## config.mk

```make
export PLATFORM = sky130hd
export DESIGN_NAME = lsu_mem32_ctrl_flat
export DESIGN_NICKNAME = d
export VERILOG_FILES = /design/src/rtl/lsu_mem32_ctrl_if.sv /design/src/rtl/lsu_mem32_ctrl.sv /design/src/flat_wrapper.sv
export SDC_FILE = /design/constraint.sdc
export NUM_CORES = 1
export LEC_CHECK = 0
export BUFFER_PORTS_ARGS = -buffer_cell sky130_fd_sc_hd__buf_2
export CELL_PAD_IN_SITES_DETAIL_PLACEMENT = 1
export CELL_PAD_IN_SITES_GLOBAL_PLACEMENT = 1
export CORE_MARGIN = 2
export CORE_UTILIZATION = 32
export DETAILED_ROUTE_END_ITERATION = 7
export GPL_ROUTABILITY_DRIVEN = 0
export PLACE_DENSITY = 0.78
export SYNTH_ARGS = -nofsm -noshare
export SYNTH_HDL_FRONTEND = slang
export SYNTH_SLANG_ARGS = --single-unit
```

## constraint.sdc

```tcl
create_clock -name Clk -period 2 [get_ports Clk]
set_input_delay 0.1 -clock Clk [delete_from_list [all_inputs] [get_ports Clk]]
set_output_delay 0.1 -clock Clk [all_outputs]
set_load 0.03 [all_outputs]
```

## src/rtl/lsu_mem32_ctrl_if.sv

```systemverilog
// lsu_mem32_ctrl_if: core request/response channel and 4-bank byte-lane memory port of the load/store unit
interface lsu_mem32_ctrl_if #(parameter int ADDR_W = 32);
    logic              req_valid;
    logic              req_ready;
    logic              req_we;
    logic [1:0]        req_size;
    logic              req_unsigned;
    logic [ADDR_W-1:0] req_addr;
    logic [31:0]       req_wdata;
    logic              resp_valid;
    logic [31:0]       resp_rdata;
    logic              resp_err;
    logic [ADDR_W-1:0] mem_raddress;
    logic [ADDR_W-1:0] mem_waddress;
    logic [31:0]       mem_datain;
    logic [3:0]        mem_wr;
    logic [31:0]       mem_dataout;
    modport master (
        output req_valid, req_we, req_size, req_unsigned, req_addr, req_wdata, mem_dataout,
        input  req_ready, resp_valid, resp_rdata, resp_err, mem_raddress, mem_waddress, mem_datain, mem_wr
    );
    modport slave (
        input  req_valid, req_we, req_size, req_unsigned, req_addr, req_wdata, mem_dataout,
        output req_ready, resp_valid, resp_rdata, resp_err, mem_raddress, mem_waddress, mem_datain, mem_wr
    );
endinterface

```

## src/rtl/lsu_mem32_ctrl.sv

```systemverilog
// lsu_mem32_ctrl: single-outstanding load/store initiator for a 4-bank byte-lane memory; LSU_MISALIGN_TRAP_EN selects trapping of misaligned accesses
module lsu_mem32_ctrl #(
    parameter int ADDR_W = 32,
    parameter int RD_LAT = 1
) (
    input logic Clk,
    input logic Reset,
    lsu_mem32_ctrl_if.slave bus
);
    typedef enum logic [1:0] {IDLE, STORE, LOAD_WAIT, RESP} state_t;
    state_t            state;
    logic [1:0]        size_q;
    logic [1:0]        off_q;
    logic              uns_q;
    logic [1:0]        cnt;
    logic [ADDR_W-1:0] raddr_q;
    logic [ADDR_W-1:0] addr_al;
    logic [1:0]        off_in;
    logic [3:0]        wr_lanes;
    logic [31:0]       wdata_lanes;
    logic [31:0]       shifted;
    logic [31:0]       load_ext;
`ifdef LSU_MISALIGN_TRAP_EN
    logic              mis;
`endif
    // request decode: aligned address, lane offset, store lane steering and load extraction
    always_comb begin
        addr_al     = {bus.req_addr[ADDR_W-1:2], 2'b00};
`ifdef LSU_MISALIGN_TRAP_EN
        mis         = (bus.req_size == 2'b01 && bus.req_addr[0]) || (bus.req_size[1] && bus.req_addr[1:0] != 2'b00);
        off_in      = bus.req_addr[1:0];
`else
        off_in      = bus.req_size[1] ? 2'b00 : bus.req_size[0] ? {bus.req_addr[1], 1'b0} : bus.req_addr[1:0];
`endif
        wr_lanes    = bus.req_size[1] ? 4'b1111 : bus.req_size[0] ? 4'b0011 << off_in : 4'b0001 << off_in;
        wdata_lanes = bus.req_size[1] ? bus.req_wdata : bus.req_size[0] ? {2{bus.req_wdata[15:0]}} : {4{bus.req_wdata[7:0]}};
        shifted     = bus.mem_dataout >> {off_q, 3'b000};
        load_ext    = size_q[1] ? bus.mem_dataout
                    : size_q[0] ? {{16{~uns_q & shifted[15]}}, shifted[15:0]}
                    : {{24{~uns_q & shifted[7]}}, shifted[7:0]};
    end
    // the read address is presented in IDLE so the memory samples it on the accept edge, then held while waiting
    assign bus.req_ready    = state == IDLE && !Reset;
    assign bus.mem_raddress = state != IDLE ? raddr_q : Reset ? '0 : addr_al;
    // control FSM with registered response and memory-write outputs
    always_ff @(posedge Clk) begin
        if (Reset) begin
            state            <= IDLE;
            size_q           <= '0;
            off_q            <= '0;
            uns_q            <= 1'b0;
            cnt              <= '0;
            raddr_q          <= '0;
            bus.resp_valid   <= 1'b0;
            bus.resp_rdata   <= '0;
            bus.resp_err     <= 1'b0;
            bus.mem_wr       <= '0;
            bus.mem_waddress <= '0;
            bus.mem_datain   <= '0;
        end else begin
            bus.resp_valid <= 1'b0;
            bus.resp_err   <= 1'b0;
            bus.mem_wr     <= '0;
            case (state)
                IDLE: if (bus.req_valid) begin
                    size_q  <= bus.req_size;
                    off_q   <= off_in;
                    uns_q   <= bus.req_unsigned;
                    cnt     <= 2'd1;
                    raddr_q <= addr_al;
`ifdef LSU_MISALIGN_TRAP_EN
                    if (mis) begin
                        state          <= RESP;
                        bus.resp_valid <= 1'b1;
                        bus.resp_err   <= 1'b1;
                        bus.resp_rdata <= '0;
                    end else
`endif
                    if (bus.req_we) begin
                        state            <= STORE;
                        bus.mem_wr       <= wr_lanes;
                        bus.mem_waddress <= addr_al;
                        bus.mem_datain   <= wdata_lanes;
                    end else begin
                        state <= LOAD_WAIT;
                    end
                end
                STORE: begin
                    state          <= RESP;
                    bus.resp_valid <= 1'b1;
                    bus.resp_rdata <= '0;
                end
                LOAD_WAIT: if (cnt == 2'(RD_LAT)) begin
                    state          <= RESP;
                    bus.resp_valid <= 1'b1;
                    bus.resp_rdata <= load_ext;
                end else begin
                    cnt <= cnt + 2'd1;
                end
                default: state <= IDLE;
            endcase
        end
    end
endmodule

```

## src/flat_wrapper.sv

```systemverilog
// flat-port wrapper written by rule: the top's interface ports become plain ports
module lsu_mem32_ctrl_flat 
#(
    parameter int ADDR_W = 32,
    parameter int RD_LAT = 1
)
  (Clk, Reset, bus_req_valid, bus_req_we, bus_req_size, bus_req_unsigned, bus_req_addr, bus_req_wdata, bus_mem_dataout, bus_req_ready, bus_resp_valid, bus_resp_rdata, bus_resp_err, bus_mem_raddress, bus_mem_waddress, bus_mem_datain, bus_mem_wr);
  lsu_mem32_ctrl_if #(.ADDR_W(ADDR_W)) bus_i ();
  input logic Clk;
  input logic Reset;
  input wire logic [$bits(bus_i.req_valid)-1:0] bus_req_valid;
  input wire logic [$bits(bus_i.req_we)-1:0] bus_req_we;
  input wire logic [$bits(bus_i.req_size)-1:0] bus_req_size;
  input wire logic [$bits(bus_i.req_unsigned)-1:0] bus_req_unsigned;
  input wire logic [$bits(bus_i.req_addr)-1:0] bus_req_addr;
  input wire logic [$bits(bus_i.req_wdata)-1:0] bus_req_wdata;
  input wire logic [$bits(bus_i.mem_dataout)-1:0] bus_mem_dataout;
  output wire logic [$bits(bus_i.req_ready)-1:0] bus_req_ready;
  output wire logic [$bits(bus_i.resp_valid)-1:0] bus_resp_valid;
  output wire logic [$bits(bus_i.resp_rdata)-1:0] bus_resp_rdata;
  output wire logic [$bits(bus_i.resp_err)-1:0] bus_resp_err;
  output wire logic [$bits(bus_i.mem_raddress)-1:0] bus_mem_raddress;
  output wire logic [$bits(bus_i.mem_waddress)-1:0] bus_mem_waddress;
  output wire logic [$bits(bus_i.mem_datain)-1:0] bus_mem_datain;
  output wire logic [$bits(bus_i.mem_wr)-1:0] bus_mem_wr;
  assign bus_i.req_valid = bus_req_valid;
  assign bus_i.req_we = bus_req_we;
  assign bus_i.req_size = bus_req_size;
  assign bus_i.req_unsigned = bus_req_unsigned;
  assign bus_i.req_addr = bus_req_addr;
  assign bus_i.req_wdata = bus_req_wdata;
  assign bus_i.mem_dataout = bus_mem_dataout;
  assign bus_req_ready = bus_i.req_ready;
  assign bus_resp_valid = bus_i.resp_valid;
  assign bus_resp_rdata = bus_i.resp_rdata;
  assign bus_resp_err = bus_i.resp_err;
  assign bus_mem_raddress = bus_i.mem_raddress;
  assign bus_mem_waddress = bus_i.mem_waddress;
  assign bus_mem_datain = bus_i.mem_datain;
  assign bus_mem_wr = bus_i.mem_wr;
  lsu_mem32_ctrl #(.ADDR_W(ADDR_W), .RD_LAT(RD_LAT)) u_core (.Clk(Clk), .Reset(Reset), .bus(bus_i));
endmodule
```

Yosys cells after proc, flatten, opt, wreduce, memory -nomap -nowiden
Index checks and enable logic that the tools add are counted.
- bits in read-only memories: 0
- register bits: 138
- memories: 0
- memory bits (writable): 0
- latch bits: 0
- output and inout bits: 135
- mux-type cells: 21
- equal/unequal tests: 6
- divide/modulo/power cells: 0
- reduce and logical (&&, ||, !) cells: 12
- $lt $le $gt $ge: 0
- add/sub/neg operators: 1
- shift operators: 3
- multipliers: 0
- bitwise gates (word level): 6
- operator list (operator ; number):
    2-to-1 mux 32 bit ; 7
    case mux 32 bit (2 select lines) ; 1
    >> shifter 32 x 5 -> 16 bit ; 1
    2-to-1 mux 2 bit ; 6
    2-to-1 mux 4 bit ; 2
    case mux 2 bit (3 select lines) ; 1
    AND reduction 2 bit ; 3
    AND reduction 3 bit ; 2
    nonzero test 2 bit ; 3
    == test 2 x 1 -> 1 bit (second input constant) ; 2
    != test 2 bit (second input constant) ; 2
    NOT 1 bit ; 4
    case mux 2 bit (2 select lines) ; 1
    OR reduction 4 bit ; 1
    left shift 1 x 2 -> 4 bit (first input constant) ; 1
    left shift 2 x 2 -> 4 bit (first input constant) ; 1
    adder 2 x 1 -> 2 bit (second input constant) ; 1
    AND 1 bit ; 2
    == test 2 bit (second input constant) ; 1
    zero test 2 bit ; 1
    2-to-1 mux 1 bit ; 2
    != test 2 x 1 -> 1 bit (second input constant) ; 1
    case mux 1 bit (2 select lines) ; 1
    logical AND 1 bit ; 1
    zero test 1 bit ; 1

Longest topological paths before layout
- depth in word-level cells: 6
- mapped depth: 9
- depth with buffers taken out: 6

Least setup slack after synthesis
Ideal clock, no wire load.
- path type: register to register
- start point: reg u_core.state[0]
- end point: reg u_core.bus.mem_datain[26]
- slack: 0.121 ns
- data arrival time: 1.746 ns
- setup time: 0.132 ns
- stages on the path, launching flop included: 10
- cell sequence: dfxtp_1 inv_1 ha_1 and2_1 clkbuf_1 nand2_1 clkbuf_1 buf_1 a211o_1 a21oi_1
- cells in the longest elaborated chain, start to end: 2
- ends and longest elaborated chain (item ; line ; RTL):
    start, declared ; lsu_mem32_ctrl.sv:11 ; state_t state;
    start signal, assigned ; lsu_mem32_ctrl.sv:48 ; state <= IDLE;
    start signal, assigned ; lsu_mem32_ctrl.sv:80 ; state <= STORE;
    start signal, assigned ; lsu_mem32_ctrl.sv:85 ; state <= LOAD_WAIT;
    zero test 2 bit ; lsu_mem32_ctrl.sv:64 ; case (state)
    AND reduction 3 bit (no line) ; -- ;
    end signal, assigned ; lsu_mem32_ctrl.sv:83 ; bus.mem_datain <= wdata_lanes;
    end, declared ; lsu_mem32_ctrl_if.sv:24 ; output req_ready, resp_valid, resp_rdata, resp_err, mem_raddress, mem_waddress, mem_datain, mem_wr
No other way between the ends.
A chain may end at the register's enable or synchronous reset.

Final worst setup path
- start point: reg u_core.state[0]
- end point: out bus_mem_raddress[2]
- cells in the longest elaborated chain, start to end: 2
- ends and longest elaborated chain (item ; line ; RTL):
    nonzero test 2 bit ; lsu_mem32_ctrl.sv:44 ; assign bus.mem_raddress = state != IDLE ? raddr_q : Reset ? '0 : addr_al;
    2-to-1 mux 32 bit ; lsu_mem32_ctrl.sv:44 ;
    end, declared ; flat_wrapper.sv:22 ; output wire logic [$bits(bus_i.mem_raddress)-1:0] bus_mem_raddress;
No other way between the ends.

==> impl_metrics.csv <==
group,metric,value,unit
route,wl_per_cell,16.9,um
synthesis,synthCells,828,
status,status,"finished, final reports clean",
grt,antenna_found_initial,1,
synthesis,syn_avg_cell_area,7.83,sq um
sta,final-setup-viol-count,0,
worst_setup_path,crit_chain,"inv_1, ha_4, bufbuf_16, o21ai_0, buf_4",
worst_setup_path,path_max_fanout,29,
synthesis,ys_async_sr_fraction,0,%
clock_tree,root_buffer,"clkbuf_16",
sta,fmax,0.512,GHz
route,drt_iter0_markers,221,
die,core_area,20000,sq um
finish,fin_nets,1185,
flow_run,maxCapViolations,0,
power,intPower,6.47,mW
sta,hold_viol_final,0,
die,die_h,146,um
route,totalWireLength,23000,um
grt,grt_max_degree,85,
worst_setup_path,crit_slowest_cell,"dfxtp_1",
placement,dp_cells,1278,
route,dr.pass1.iters,4,
die,start_util,32.3,%
finish,area_growth,40.9,%
route,drc,0,
synthesis,ys_types,40,
clock_tree,htree_levels,4,
sta,min_period,1.95,ns
grt,met1_usage,25.2,%
placement,portBuffers,232,
worst_setup_path,end_kind,"output pin",
route,ant_nets,0,
power,peakVddDrop,0.633,mV
finish,fin_cells,1359,
placement,place_ws,0.0743,ns
sta,fin_crit_sh,97.6,%
clock_tree,cts.sinks,138,
worst_setup_path,cp.arrival,1.85,ns
worst_setup_path,slowest_delay,0.38,ns
min_path,hold_class,"in -> reg",
die,pin_count,238,
worst_setup_path,cp_num_buf_inv,3,
power,p_switching,3.96,mW
power,seq_power_share,32.6,%
power,power_frac_comb,35.9,%
synthesis,synth-seq-area-share,42.6,%
grt,first_global_vias,6961,
route,vias,6789,
power,clock_power_share,31.5,%
grt,grt_remaining_overflow,0,
grt,use_met2,37.1,%
worst_setup_path,worstSetupPathType,"reg -> out",
placement,dp_hpwl,14700,um
synthesis,synth_edf_count,0,
grt,met3_usage,5.63,%
die,rows,52,
sta,slew_violations,0,
finish,n_antenna_cell,0,
clock_tree,clkLatencyLatePin,0.42,ns
worst_setup_path,reg2reg_slack,0.14,ns
clock_tree,cts_setup_buffers,0,
worst_setup_path,start_kind,"flop",
die,dieArea,21400,sq um
worst_setup_path,worstPathRequired,1.90,ns
clock_tree,cts_buffer_depth,2,
power,swShare,38.0,%
synthesis,yosys_warnings,0,
sta,fin_ws,0.0474,ns
sta,rsz0062_at_grt,"yes",
finish,drive_gt1_share,27.3,%
power,leakagePower,3.87,nW
synthesis,ys_ff_latch,138,
power,p_per_area,1140,nW/um^2
clock_tree,cts_tree,"yes",
worst_setup_path,critPathTopFamily,"buffers and inverters",
synthesis,synth_ff_type,"dfxtp_1",
sta,clock_skew,0.0143,ns
grt,grt-busiest-layer,"met2",
grt,grt_use_total,21.1,%
synthesis,syn_area,6480,sq um
grt,grt_pass1_wl,36400,um
die,die-width,146,um
clock_tree,clkTransAtPathRegs,0.07,ns
route,via_per_inst,5.00,
clock_tree,numCtsBuffers,17,
[metal layers]
metal / vias to the layer above / share of wire [%]
li1: 3309 / -
met1: 3267 / 42
met2: 185 / 50
met3: 26 / 6.2
met4: 2 / 1.9
met5: - / 0.048
[final cells by class]
type                    count  area (sq um)
clock buffers              18           439
clock inverters            13           170
fillers                  2482         10900
inverters                  60           225
multi-input cells         558          3210
flip-flops and latches    138          2760
well taps                 270           338
repair buffers            302          1980
[worst min-delay path, delay by kind of cell]
family                 cells  cell delay, ns
buffers and inverters      1            0.11
AO/OA/AOI/OAI              2            0.19
[cells in the mapped netlist (8+ instances only)]
master	number	area share, %
mux2i_1	20	3.1
a21oi_1	103	8.0
nand2b_1	8	0.77
dfxtp_1	138	43
nor2_1	21	1.2
nand3b_1	37	4.3
nor2b_1	14	1.4
inv_1	60	3.5
nand2_1	168	9.7
o21ai_0	43	3.3
o211ai_1	13	1.5
o21bai_1	16	1.9
a211o_1	16	2.2
a211oi_1	17	2.0
a22oi_1	24	2.8
clkbuf_1	62	3.6
[state kept, by name, indices dropped and copies added, names as in the netlist]
name and flops:
u_core.uns_q 1, u_core.bus.mem_waddress 30, u_core.bus.resp_rdata 32, u_core.size_q 2, u_core.cnt 2, u_core.bus.mem_datain 32
u_core.state 2, u_core.bus.resp_valid 1, u_core.off_q 2, u_core.raddr_q 30, u_core.bus.mem_wr 4
[power groups by stage]
stage	clock network, mW	registers, mW	logic, mW
global placement	0	3.44	3.38
CTS	3.38	3.39	3.68
finish	3.29	3.40	3.75
detailed placement	0	3.45	3.44
global route	3.49	3.44	4.05
floorplan	0	3.92	1.80
[metrics by stage]
step | cell area, sq um | power [mW] | util, % | hold WS [ns] | setup TNS, ns
2_1_floorplan | 6500 | 5.72 | - | 0.236 | 0
3_3_place_gp | 7930 | 6.82 | 39.6 | 0.342 | 0
3_5_place_dp | 7930 | 6.89 | 39.6 | 0.357 | 0
4_1_cts | 9070 | 10.5 | 45.3 | 0.00156 | 0
5_1_grt | 9130 | 11.0 | 45.6 | 0.0108 | -0.141
6_report | 9130 | 10.4 | 45.6 | 0.0113 | 0
[cells by family (layout without fill, tap and decap cells)]
logic type	Yosys count	in the layout	share of synthesized area, %
flops	138	138	42.6
simple gates	270	270	19.6
fa+ha+maj	5	5	0.965
buf+inv	136	393	8.44
compound gates	255	255	24.4
mux	23	23	3.96
other cells	1	5	0.0579
[path summary, 6_finish.rpt]
kind / depth (start not counted) / startpoint / end
worst min-delay path: 3 / bus_mem_dataout[21] / u_core.bus.resp_rdata[21]
worst min register to register: 2 / u_core.bus.mem_datain[31] / u_core.bus.mem_datain[31]
worst max-delay path: 5 / u_core.state[0] / bus_mem_raddress[2]
worst max register to register: 6 / u_core.state[0] / u_core.cnt[0]
[repair_timing]
item / CTS / global route
hold buffers: 49 / 0
gates resized for setup: 2 / 42
setup endpoints to repair: 2 / 46
hold endpoints to repair: 80 / 0
cloned: 1 / 0
[cell usage in the layout, fill, tap and decap left out, types with 7 or more instances in the layout]
cell type / netlist / final
nand2_1: 168 / 167
a211o_1: 16 / 16
o21ai_1: 1 / 8
a21oi_1: 103 / 102
dlygate4sd3_1: 0 / 49
buf_2: 2 / 208
a22oi_1: 24 / 24
buf_4: 5 / 36
nor2_1: 21 / 20
nor2b_1: 14 / 14
buf_12: 0 / 7
o211ai_1: 13 / 13
dfxtp_1: 138 / 138
o22ai_1: 7 / 7
nand3b_1: 37 / 37
o21ai_0: 43 / 36
clkbuf_16: 0 / 17
inv_1: 60 / 60
nand3_1: 7 / 7
o21bai_1: 16 / 16
nand2b_1: 8 / 8
mux2i_1: 20 / 20
a211oi_1: 17 / 17
No activity file was read; power rests on OpenSTA's default activity.
